<file path="src/rtl/graphics_command_decoder.sv">
// Graphics command decoder: frames opcode/operand byte streams into palette writes,
// clipped horizontal pixel runs into the frame buffer, and buffer-swap requests.
module graphics_command_decoder #(
    parameter int unsigned DISPLAY_WIDTH  = 640,
    parameter int unsigned DISPLAY_HEIGHT = 400,
    parameter int unsigned INDEX_WIDTH    = 4,
    parameter int unsigned Y_WIDTH        = 4,
    parameter int unsigned CB_WIDTH       = 3,
    parameter int unsigned CR_WIDTH       = 3,
    parameter int unsigned ADDR_WIDTH     = 18
) (
    input  logic                                  clock_in,
    input  logic                                  reset_n_in,
    input  logic [7:0]                            op_code_in,
    input  logic                                  op_code_valid_in,
    input  logic [7:0]                            operand_in,
    input  logic                                  operand_valid_in,
    input  logic [31:0]                           operand_count_in,
    output logic                                  assign_color_enable_out,
    output logic [INDEX_WIDTH-1:0]                assign_color_index_out,
    output logic [Y_WIDTH+CB_WIDTH+CR_WIDTH-1:0]  assign_color_value_out,
    output logic                                  pixel_write_valid_out,
    input  logic                                  pixel_write_ready_in,
    output logic [ADDR_WIDTH-1:0]                 pixel_write_address_out,
    output logic [INDEX_WIDTH-1:0]                pixel_write_data_out,
    output logic                                  switch_buffer_out,
    output logic                                  busy_out,
    output logic                                  error_out
);

    localparam int unsigned VAL_WIDTH = Y_WIDTH + CB_WIDTH + CR_WIDTH;

    localparam logic [1:0] ST_IDLE           = 2'd0;
    localparam logic [1:0] ST_COLLECT        = 2'd1;
    localparam logic [1:0] ST_DRAW           = 2'd2;
    localparam logic [1:0] ST_SWITCH_PENDING = 2'd3;

    localparam logic [7:0] OP_COLOR = 8'h10;
    localparam logic [7:0] OP_RUN   = 8'h12;
    localparam logic [7:0] OP_SHOW  = 8'h17;

    logic [1:0]            state_q, state_d;
    logic                  opv_q, opv_d;
    logic [7:0]            opcode_q, opcode_d;
    logic                  done_q, done_d;
    logic [5:0][7:0]       opb_q, opb_d;
    logic                  pend_q, pend_d;
    logic [15:0]           x_q, x_d;
    logic [15:0]           len_q, len_d;
    logic [ADDR_WIDTH-1:0] addr_q, addr_d;
    logic [INDEX_WIDTH-1:0] color_q, color_d;
    logic                  valid_q, valid_d;
    logic                  busy_q, busy_d;
    logic                  cen_q, cen_d;
    logic [INDEX_WIDTH-1:0] cidx_q, cidx_d;
    logic [VAL_WIDTH-1:0]  cval_q, cval_d;
    logic                  sw_q, sw_d;
    logic                  err_q, err_d;

    logic        start_c;
    logic        show_c;
    logic        beat_c;
    logic        run_last_c;
    logic [15:0] run_x_c;
    logic [15:0] run_y_c;
    logic [15:0] run_len_c;

    // opv_q resets high so a command already framed at reset release is never seen as new
    assign start_c    = op_code_valid_in && !opv_q;
    assign show_c     = start_c && (op_code_in == OP_SHOW);
    assign beat_c     = valid_q && pixel_write_ready_in;
    assign run_last_c = (len_q == 16'd1) || ((32'(x_q) + 32'd1) >= DISPLAY_WIDTH);
    assign run_x_c    = {opb_q[0], opb_q[1]};
    assign run_y_c    = {opb_q[2], opb_q[3]};
    assign run_len_c  = {opb_q[4], opb_q[5]};

    // Next-state and output decode
    always_comb begin
        state_d  = state_q;
        opv_d    = op_code_valid_in;
        opcode_d = opcode_q;
        done_d   = done_q;
        opb_d    = opb_q;
        pend_d   = pend_q;
        x_d      = x_q;
        len_d    = len_q;
        addr_d   = addr_q;
        color_d  = color_q;
        valid_d  = valid_q;
        busy_d   = busy_q;
        cen_d    = 1'b0;
        cidx_d   = cidx_q;
        cval_d   = cval_q;
        sw_d     = 1'b0;
        err_d    = 1'b0;

        case (state_q)
            ST_IDLE, ST_SWITCH_PENDING: begin
                state_d = ST_IDLE;
                if (start_c) begin
                    state_d  = ST_COLLECT;
                    opcode_d = op_code_in;
                    // only commands with operands can be left incomplete
                    done_d   = !((op_code_in == OP_COLOR) || (op_code_in == OP_RUN));
                    sw_d     = show_c;
                end
            end

            ST_COLLECT: begin
                if (!op_code_valid_in) begin
                    state_d = ST_IDLE;
                    err_d   = !done_q;
                end else if (operand_valid_in && !done_q) begin
                    for (int i = 0; i < 6; i++) begin
                        if (operand_count_in == 32'(i + 1)) begin
                            opb_d[i] = operand_in;
                        end
                    end
                    if ((opcode_q == OP_COLOR) && (operand_count_in == 32'd4)) begin
                        done_d = 1'b1;
                        cen_d  = 1'b1;
                        cidx_d = opb_q[0][INDEX_WIDTH-1:0];
                        cval_d = {opb_q[1][7 -: Y_WIDTH], opb_q[2][7 -: CB_WIDTH],
                                  operand_in[7 -: CR_WIDTH]};
                    end
                    if ((opcode_q == OP_RUN) && (operand_count_in == 32'd7)) begin
                        done_d = 1'b1;
                        if ((32'(run_x_c) >= DISPLAY_WIDTH) || (32'(run_y_c) >= DISPLAY_HEIGHT)) begin
                            err_d = 1'b1;
                        end else if (run_len_c != 16'd0) begin
                            state_d = ST_DRAW;
                            x_d     = run_x_c;
                            len_d   = run_len_c;
                            addr_d  = ADDR_WIDTH'(32'(run_y_c) * DISPLAY_WIDTH + 32'(run_x_c));
                            color_d = operand_in[INDEX_WIDTH-1:0];
                            valid_d = 1'b1;
                            busy_d  = 1'b1;
                        end
                    end
                end
            end

            ST_DRAW: begin
                if (start_c) begin
                    if (show_c) begin
                        pend_d = 1'b1;
                    end else begin
                        err_d = 1'b1;
                    end
                end
                if (beat_c) begin
                    if (run_last_c) begin
                        valid_d = 1'b0;
                        busy_d  = 1'b0;
                        if (pend_q || show_c) begin
                            state_d = ST_SWITCH_PENDING;
                            sw_d    = 1'b1;
                            pend_d  = 1'b0;
                        end else begin
                            state_d = ST_IDLE;
                        end
                    end else begin
                        x_d    = x_q + 16'd1;
                        len_d  = len_q - 16'd1;
                        addr_d = addr_q + ADDR_WIDTH'(1);
                    end
                end
            end

            default: state_d = ST_IDLE;
        endcase
    end

    // State and output registers
    always_ff @(posedge clock_in or negedge reset_n_in) begin
        if (!reset_n_in) begin
            state_q  <= ST_IDLE;
            opv_q    <= 1'b1;
            opcode_q <= 8'h00;
            done_q   <= 1'b1;
            opb_q    <= '0;
            pend_q   <= 1'b0;
            x_q      <= '0;
            len_q    <= '0;
            addr_q   <= '0;
            color_q  <= '0;
            valid_q  <= 1'b0;
            busy_q   <= 1'b0;
            cen_q    <= 1'b0;
            cidx_q   <= '0;
            cval_q   <= '0;
            sw_q     <= 1'b0;
            err_q    <= 1'b0;
        end else begin
            state_q  <= state_d;
            opv_q    <= opv_d;
            opcode_q <= opcode_d;
            done_q   <= done_d;
            opb_q    <= opb_d;
            pend_q   <= pend_d;
            x_q      <= x_d;
            len_q    <= len_d;
            addr_q   <= addr_d;
            color_q  <= color_d;
            valid_q  <= valid_d;
            busy_q   <= busy_d;
            cen_q    <= cen_d;
            cidx_q   <= cidx_d;
            cval_q   <= cval_d;
            sw_q     <= sw_d;
            err_q    <= err_d;
        end
    end

    assign assign_color_enable_out = cen_q;
    assign assign_color_index_out  = cidx_q;
    assign assign_color_value_out  = cval_q;
    assign pixel_write_valid_out   = valid_q;
    assign pixel_write_address_out = addr_q;
    assign pixel_write_data_out    = color_q;
    assign switch_buffer_out       = sw_q;
    assign busy_out                = busy_q;
    assign error_out               = err_q;

endmodule

</file>
<file path="config.mk">
export PLATFORM = sky130hd
export DESIGN_NAME = graphics_command_decoder
export DESIGN_NICKNAME = d
export VERILOG_FILES = /design/src/rtl/graphics_command_decoder.sv
export SDC_FILE = /design/constraint.sdc
export NUM_CORES = 1
export LEC_CHECK = 0
export BUFFER_PORTS_ARGS = -buffer_cell sky130_fd_sc_hd__buf_2
export CAP_MARGIN = 20
export CORE_AREA = 2 2 126 128
export CTS_CLUSTER_DIAMETER = 150
export DETAILED_ROUTE_END_ITERATION = 6
export DIE_AREA = 0 0 128 130
export PLACE_DENSITY = 0.73
export SYNTH_ARGS = -nofsm -noshare
export SYNTH_HDL_FRONTEND = slang
export SYNTH_SLANG_ARGS = --single-unit
</file>
<file path="constraint.sdc">
create_clock -name clock_in -period 4.8 [get_ports clock_in]
set_input_delay 0.24 -clock clock_in [delete_from_list [all_inputs] [get_ports clock_in]]
set_output_delay 0.24 -clock clock_in [all_outputs]
set_load 0.02 [all_outputs]
</file>
==> reports/qor.yml, run 1 <==
status:
  status: "complete, no violations"
hold_path:
  min_path_cells: 2
  hold_path.class: "in -> reg"
  min_from: "op_code_in[4]"
  hold_path_end: "opcode_q[4]$_DFFE_PN0P_"
synthesis:
  seq_area_frac_synth_pct: 44.4
  yosysUniqueCellTypes: 73
  synth_area_leaders: "dfrtp_1, mux2_2, ha_1"
  synth_area_um2: 7500
  ys_ff_latch: 133
  synth_flop_cell: "dfrtp_1"
  synth-async-reset-ratio_pct: 100
  syn-num-nets: 827
  syn_avg_cell_area_um2: 10.1
  synth_top_area_cell: "dfrtp_1"
  synthCells: 742
  yosysTopAreaCellShare_pct: 43.7
  ys_warn_count: 0
  synth_edf_count: 0
power:
  peakVddDrop_v: 0.000229
  cellPowerDensity_nw_per_um2: 295
  p_leak_nw: 4.22
  finalPower_w: 0.00257
global_route:
  grt_pass1_wl_um: 31900
  antenna_found_initial: 0
  grt_max_degree: 90
  grt_use_total_pct: 24.8
  overflow: 0
  grt_pass1_vias: 6085
critical_path:
  cp-end-kind: "flip-flop"
  worst_setup_path_start_kind: "flip-flop"
  r2r-start: "state_q[1]$_DFFE_PN0P_"
  crit_fanout: 61
  reg2reg_slack_ps: 1160
  r2r_cells: 9
  critical_path_required_ps: 5120
  critPathKind: "reg -> reg"
  r2r-end: "pixel_write_address_out[5]$_DFFE_PN0P_"
  worstPathArrival_ps: 3960
routing:
  viasPerCell: 6.13
  drt-initial-drc-count: 542
  wl_um: 19700
  vias: 6367
  drc_errors: 0
  ant_nets: 0
  first_pass_iters: 5
  wire_per_inst_um: 19.0
sta:
  slew_headroom_pct: 31.9
  hold_violations: 0
  fin_setup_tns_ps: 0
  fin_crit_ps: 3640
  grt_setup_unrepaired: "false"
  fmax_mhz: 275
  tightest_slew_ps: 1020
  worst_slack_ps: 1160
  period_share_pct: 75.8
  skew_ps: 13.1
  maxSlewViolCount: 0
  setup_viol: 0
placed_design:
  globalplace.congestion: 0.881
  placed_cells: 1005
  place_ws_ps: 1250
  hpwl_um: 13500
  portBuffers: 93
  placed_area_um2: 8130
layout:
  num-nets-final: 919
  drive_gt1_share_pct: 26.6
  fillers: 1328
  area_growth_pct: 16.6
  stdcell_area_um2: 8740
  final_cell_count_no_fill: 1039
  n_antenna_cell: 0
floorplan:
  io-pin-count: 94
  die_area_um2: 16600
  die_x_um: 128
  rows: 46
  initial_core_util_pct: 48.6
  dieHeight_um: 130
  core_area_um2: 15400
cts:
  clk_latency_ps: 440
  cts_tree: "built"
  cts_sinks: 133
  cts_buffer_depth: 2
  cts_buffers: 17
  path_clk_slew_ps: 60
  root_buffer: "clkbuf_16"
  cts_htree_levels: 4
flow_run:
  maxCapViolCount: 0
-- synthesized netlist by cell type (6+ instances only) --
library cell	number
or3_1	6
a21oi_1	49
o32ai_1	8
o21ai_0	30
nor2_1	48
nand3_1	35
nand2b_1	11
ha_1	30
mux2_2	77
a21o_1	6
clkbuf_1	14
dfrtp_1	131
and4_1	6
or2_2	6
nor2b_1	9
nor4_1	27
nand4_1	16
nand2_1	54
nor3_1	25
xnor2_1	10
inv_1	22
a211o_1	7
buf_2	8
-- cells by family after synthesis --
| family | after synthesis | synth area share [%] |
|---|---|---|
| buf+inv | 52 | 2.99 |
| flops | 133 | 44.4 |
| mux | 80 | 12.0 |
| fa+ha+maj | 32 | 5.54 |
| compound gates | 156 | 13.8 |
| xor+xnor | 15 | 1.75 |
| simple gates | 274 | 19.5 |
-- worst max-delay path, cell delays in order (launching register included) --
cell      delay (ps)
dfrtp_1          390
inv_1             60
ha_1             390
nand2_1          280
or4b_1           580
or4_1            640
o41ai_4          100
buf_4            570
a21boi_0         180
a211o_1          300
-- cells in the final DEF (no fill, tap or decap), drive strengths merged, types with 5 or more instances in the layout --
master  instances
nand4          16
mux2           77
inv            31
o32ai           8
nand2          54
xnor2          10
ha             30
nand4b          5
nor2b           9
o22ai           5
nand3          36
a211o           7
nand2b         11
nor4           28
a21boi          7
clkbuf         17
nor2           48
a21oi          49
dfrtp         131
or2             6
nor3           25
o21ai          31
and4            6
a21o            6
and2            5
xor2            5
or3             6
buf           100
-- report_power, final --
group | leakage (nW) | internal [W] | switching, W | total (W)
clock | 0.283 | 0.000735 | 0.000562 | 0.00130
combinational | 2.14 | 0.0000461 | 0.0000767 | 0.000123
sequential | 1.80 | 0.00114 | 0.0000131 | 0.00115
-- cell type report --
cell class	instances	area, um^2	area share (%)
Timing Repair Buffer	102	544	6.23
Clock inverter	15	160	1.83
Tap cell	192	240	2.75
Clock buffer	17	425	4.87
Sequential cell	133	3330	38.1
Inverter	23	86.3	0.988
Multi-Input combinational cell	557	3950	45.2
-- stage by stage --
stage,hold WS [ps],utilization [%]
3_5_place_dp,374,52.7
6_report,52.9,56.6
4_1_cts,42.1,56.6
2_1_floorplan,-55.6,-
5_1_grt,59.4,56.6
3_3_place_gp,377,52.7
-- worst max path at each step --
stage                     depth (start not counted)                                 endpoint                   start  slack [ps]
final                                             9   pixel_write_address_out[5]$_DFFE_PN0P_  state_q[1]$_DFFE_PN0P_        1160
after global placement                            9   pixel_write_address_out[4]$_DFFE_PN0P_  state_q[1]$_DFFE_PN0P_        1290
after detailed placement                          9   pixel_write_address_out[5]$_DFFE_PN0P_  state_q[1]$_DFFE_PN0P_        1250
after CTS                                         9   pixel_write_address_out[5]$_DFFE_PN0P_  state_q[1]$_DFFE_PN0P_        1170
after global routing                              9   pixel_write_address_out[5]$_DFFE_PN0P_  state_q[1]$_DFFE_PN0P_         940
after floorplan                                  10  pixel_write_address_out[16]$_DFFE_PN0P_   opb_q[25]$_DFFE_PN0P_        1930
-- flip-flops by register name, indices dropped and copies added (netlist names), 2 cells and up --
register and flops:
pixel_write_data_out 4, len_q 16, opcode_q 8, x_q 16, assign_color_value_out 10, opb_q 48
state_q 2, assign_color_index_out 4, pixel_write_address_out 18
-- routing by layer --
metal / GRT usage [%] / part of all wire [%]
met5: 0 / 0
met4: 10.1 / 2.4
met3: 4.35 / 5.5
met2: 40.7 / 48
met1: 32.9 / 44
-- repair_timing --
action | in CTS | in global routing
buffers inserted | 0 | 0
endpoints found under the hold margin | 87 | 0
hold buffers | 2 | 0
resized for setup | 0 | 0
No activity file was read; power rests on OpenSTA's default activity.
==> run 2, diff against run 1 <==
- PLACE_DENSITY: 0.73 -> 0.76
- clock period: 4.8 -> 3.16 ns (I/O delays scaled with it)
==> reports/qor.yml, run 2 (synthesis results as in run 1) <==
critical_path:
  cp-startpoint: "opb_q[25]$_DFFE_PN0P_"
  r2r-start: "opb_q[25]$_DFFE_PN0P_"
  crit_end: "pixel_write_address_out[16]$_DFFE_PN0P_"
  critPathKind: "reg -> reg"
  worst_setup_path_start_kind: "flip-flop"
  cp-end-kind: "flip-flop"
  worstPathArrival_ps: 3360
  r2r_cells: 10
  critical_path_required_ps: 3470
  crit_fanout: 5
  reg2reg_slack_ps: 110
  r2r-end: "pixel_write_address_out[16]$_DFFE_PN0P_"
placed_design:
  portBuffers: 93
  hpwl_um: 13700
  place_ws_ps: 132
  globalplace.congestion: 0.843
  placed_area_um2: 8320
sta:
  period_share_pct: 96.5
  tightest_slew_ps: 883
  hold_violations: 0
  worst_slack_ps: 110
  skew_ps: 6.99
  fin_setup_tns_ps: 0
  fmax_mhz: 328
  hold_slack_ps: 62.7
  fin_crit_ps: 3050
  grt_setup_unrepaired: "false"
  maxSlewViolCount: 0
  slew_headroom_pct: 41.1
  setup_viol: 0
cts:
  cts_sinks: 133
  cts_tree: "built"
  clk_latency_ps: 430
  cts_buffer_depth: 2
  root_buffer: "clkbuf_16"
  cts_htree_levels: 4
  path_clk_slew_ps: 60
  cts_buffers: 17
flow_run:
  maxCapViolCount: 0
global_route:
  antenna_found_initial: 0
  grt_max_degree: 96
  grt_pass1_wl_um: 31400
  grt_use_total_pct: 24.5
  grt_pass1_vias: 6072
  overflow: 0
layout:
  largest_register: "opb_q"
  area_growth_pct: 21.5
  final_cell_mix: "dfrtp_1, buf_2, mux2_2"
  final_common_cell: "dfrtp_1"
  n_antenna_cell: 0
  multi_input_area_um2: 3970
  fillers: 1292
  stdcell_area_um2: 9110
  largest_reg_flops: 48
  drive_gt1_share_pct: 28.6
  seqCellArea_um2: 3330
  num-nets-final: 951
status:
  status: "complete, no violations"
floorplan:
  rows: 46
  die_x_um: 128
  die_area_um2: 16600
  dieHeight_um: 130
  io-pin-count: 94
  core_area_um2: 15400
  initial_core_util_pct: 48.6
power:
  peakVddDrop_v: 0.000345
  cellPowerDensity_nw_per_um2: 462
  finalPower_w: 0.00421
  p_leak_nw: 4.40
hold_path:
  hold_path.class: "in -> reg"
routing:
  vias: 6384
  wire_per_inst_um: 18.4
  drc_errors: 0
  viasPerCell: 5.96
  ant_nets: 0
  wl_um: 19700
  drt-initial-drc-count: 370
  first_pass_iters: 5
-- run 2: metal layers --
metal | vias to the layer above | part of all wire (%) | GRT usage, %
li1 | 3021 | - | -
met1 | 3135 | 43 | 31.1
met2 | 200 | 50 | 42.1
met3 | 28 | 5.2 | 5.82
met4 | 0 | 1.5 | 7.37
met5 | - | 0 | 0
-- run 2: how the worst min path moves through the flow --
stage	from	end	slack, ps	cells past startpoint
global route	operand_count_in[2]	assign_color_enable_out$_DFF_PN0_	70	3
CTS	operand_count_in[2]	assign_color_enable_out$_DFF_PN0_	50	3
floorplan	reset_n_in	assign_color_enable_out$_DFF_PN0_	-140	0
global placement	op_code_valid_in	opv_q$_DFF_PN1_	300	1
finish	operand_count_in[2]	assign_color_enable_out$_DFF_PN0_	60	3
detailed placement	op_code_valid_in	opv_q$_DFF_PN1_	300	1
-- run 2: layout make-up --
cell class / count / share of cell area, %
clock buffers: 19 / 4.86
inverters: 23 / 0.948
well taps: 192 / 2.64
multi-input cells: 557 / 43.5
flip-flops and latches: 133 / 36.6
repair buffers: 134 / 8.97
clock inverters: 13 / 2.51
-- run 2: critical path: stages (launching register included) --
cell,delay [ps]
dfrtp_1,410
ha_1,310
ha_1,230
fa_1,440
ha_1,350
nand3_1,100
o211ai_1,120
o41ai_1,370
o21ai_0,160
xnor2_1,150
a211o_1,300
-- run 2: power by group --
part	internal [W]	switching [W]
clock	0.00150	0.000753
combinational	0.0000808	0.000117
sequential	0.00174	0.0000229
-- run 2: through the flow --
step	cells	utilization, %
floorplan	742	-
global placement	1029	54.0
detailed placement	1029	54.0
CTS	1071	59.0
global route	1071	59.1
finish	1071	59.1
-- run 2: timing repair --
action,4_1_cts,5_1_grt
endpoints found under the hold margin,101,0
hold buffers,10,0
endpoints found under the setup margin,0,31
gates resized for setup,0,3
setup buffers,0,0
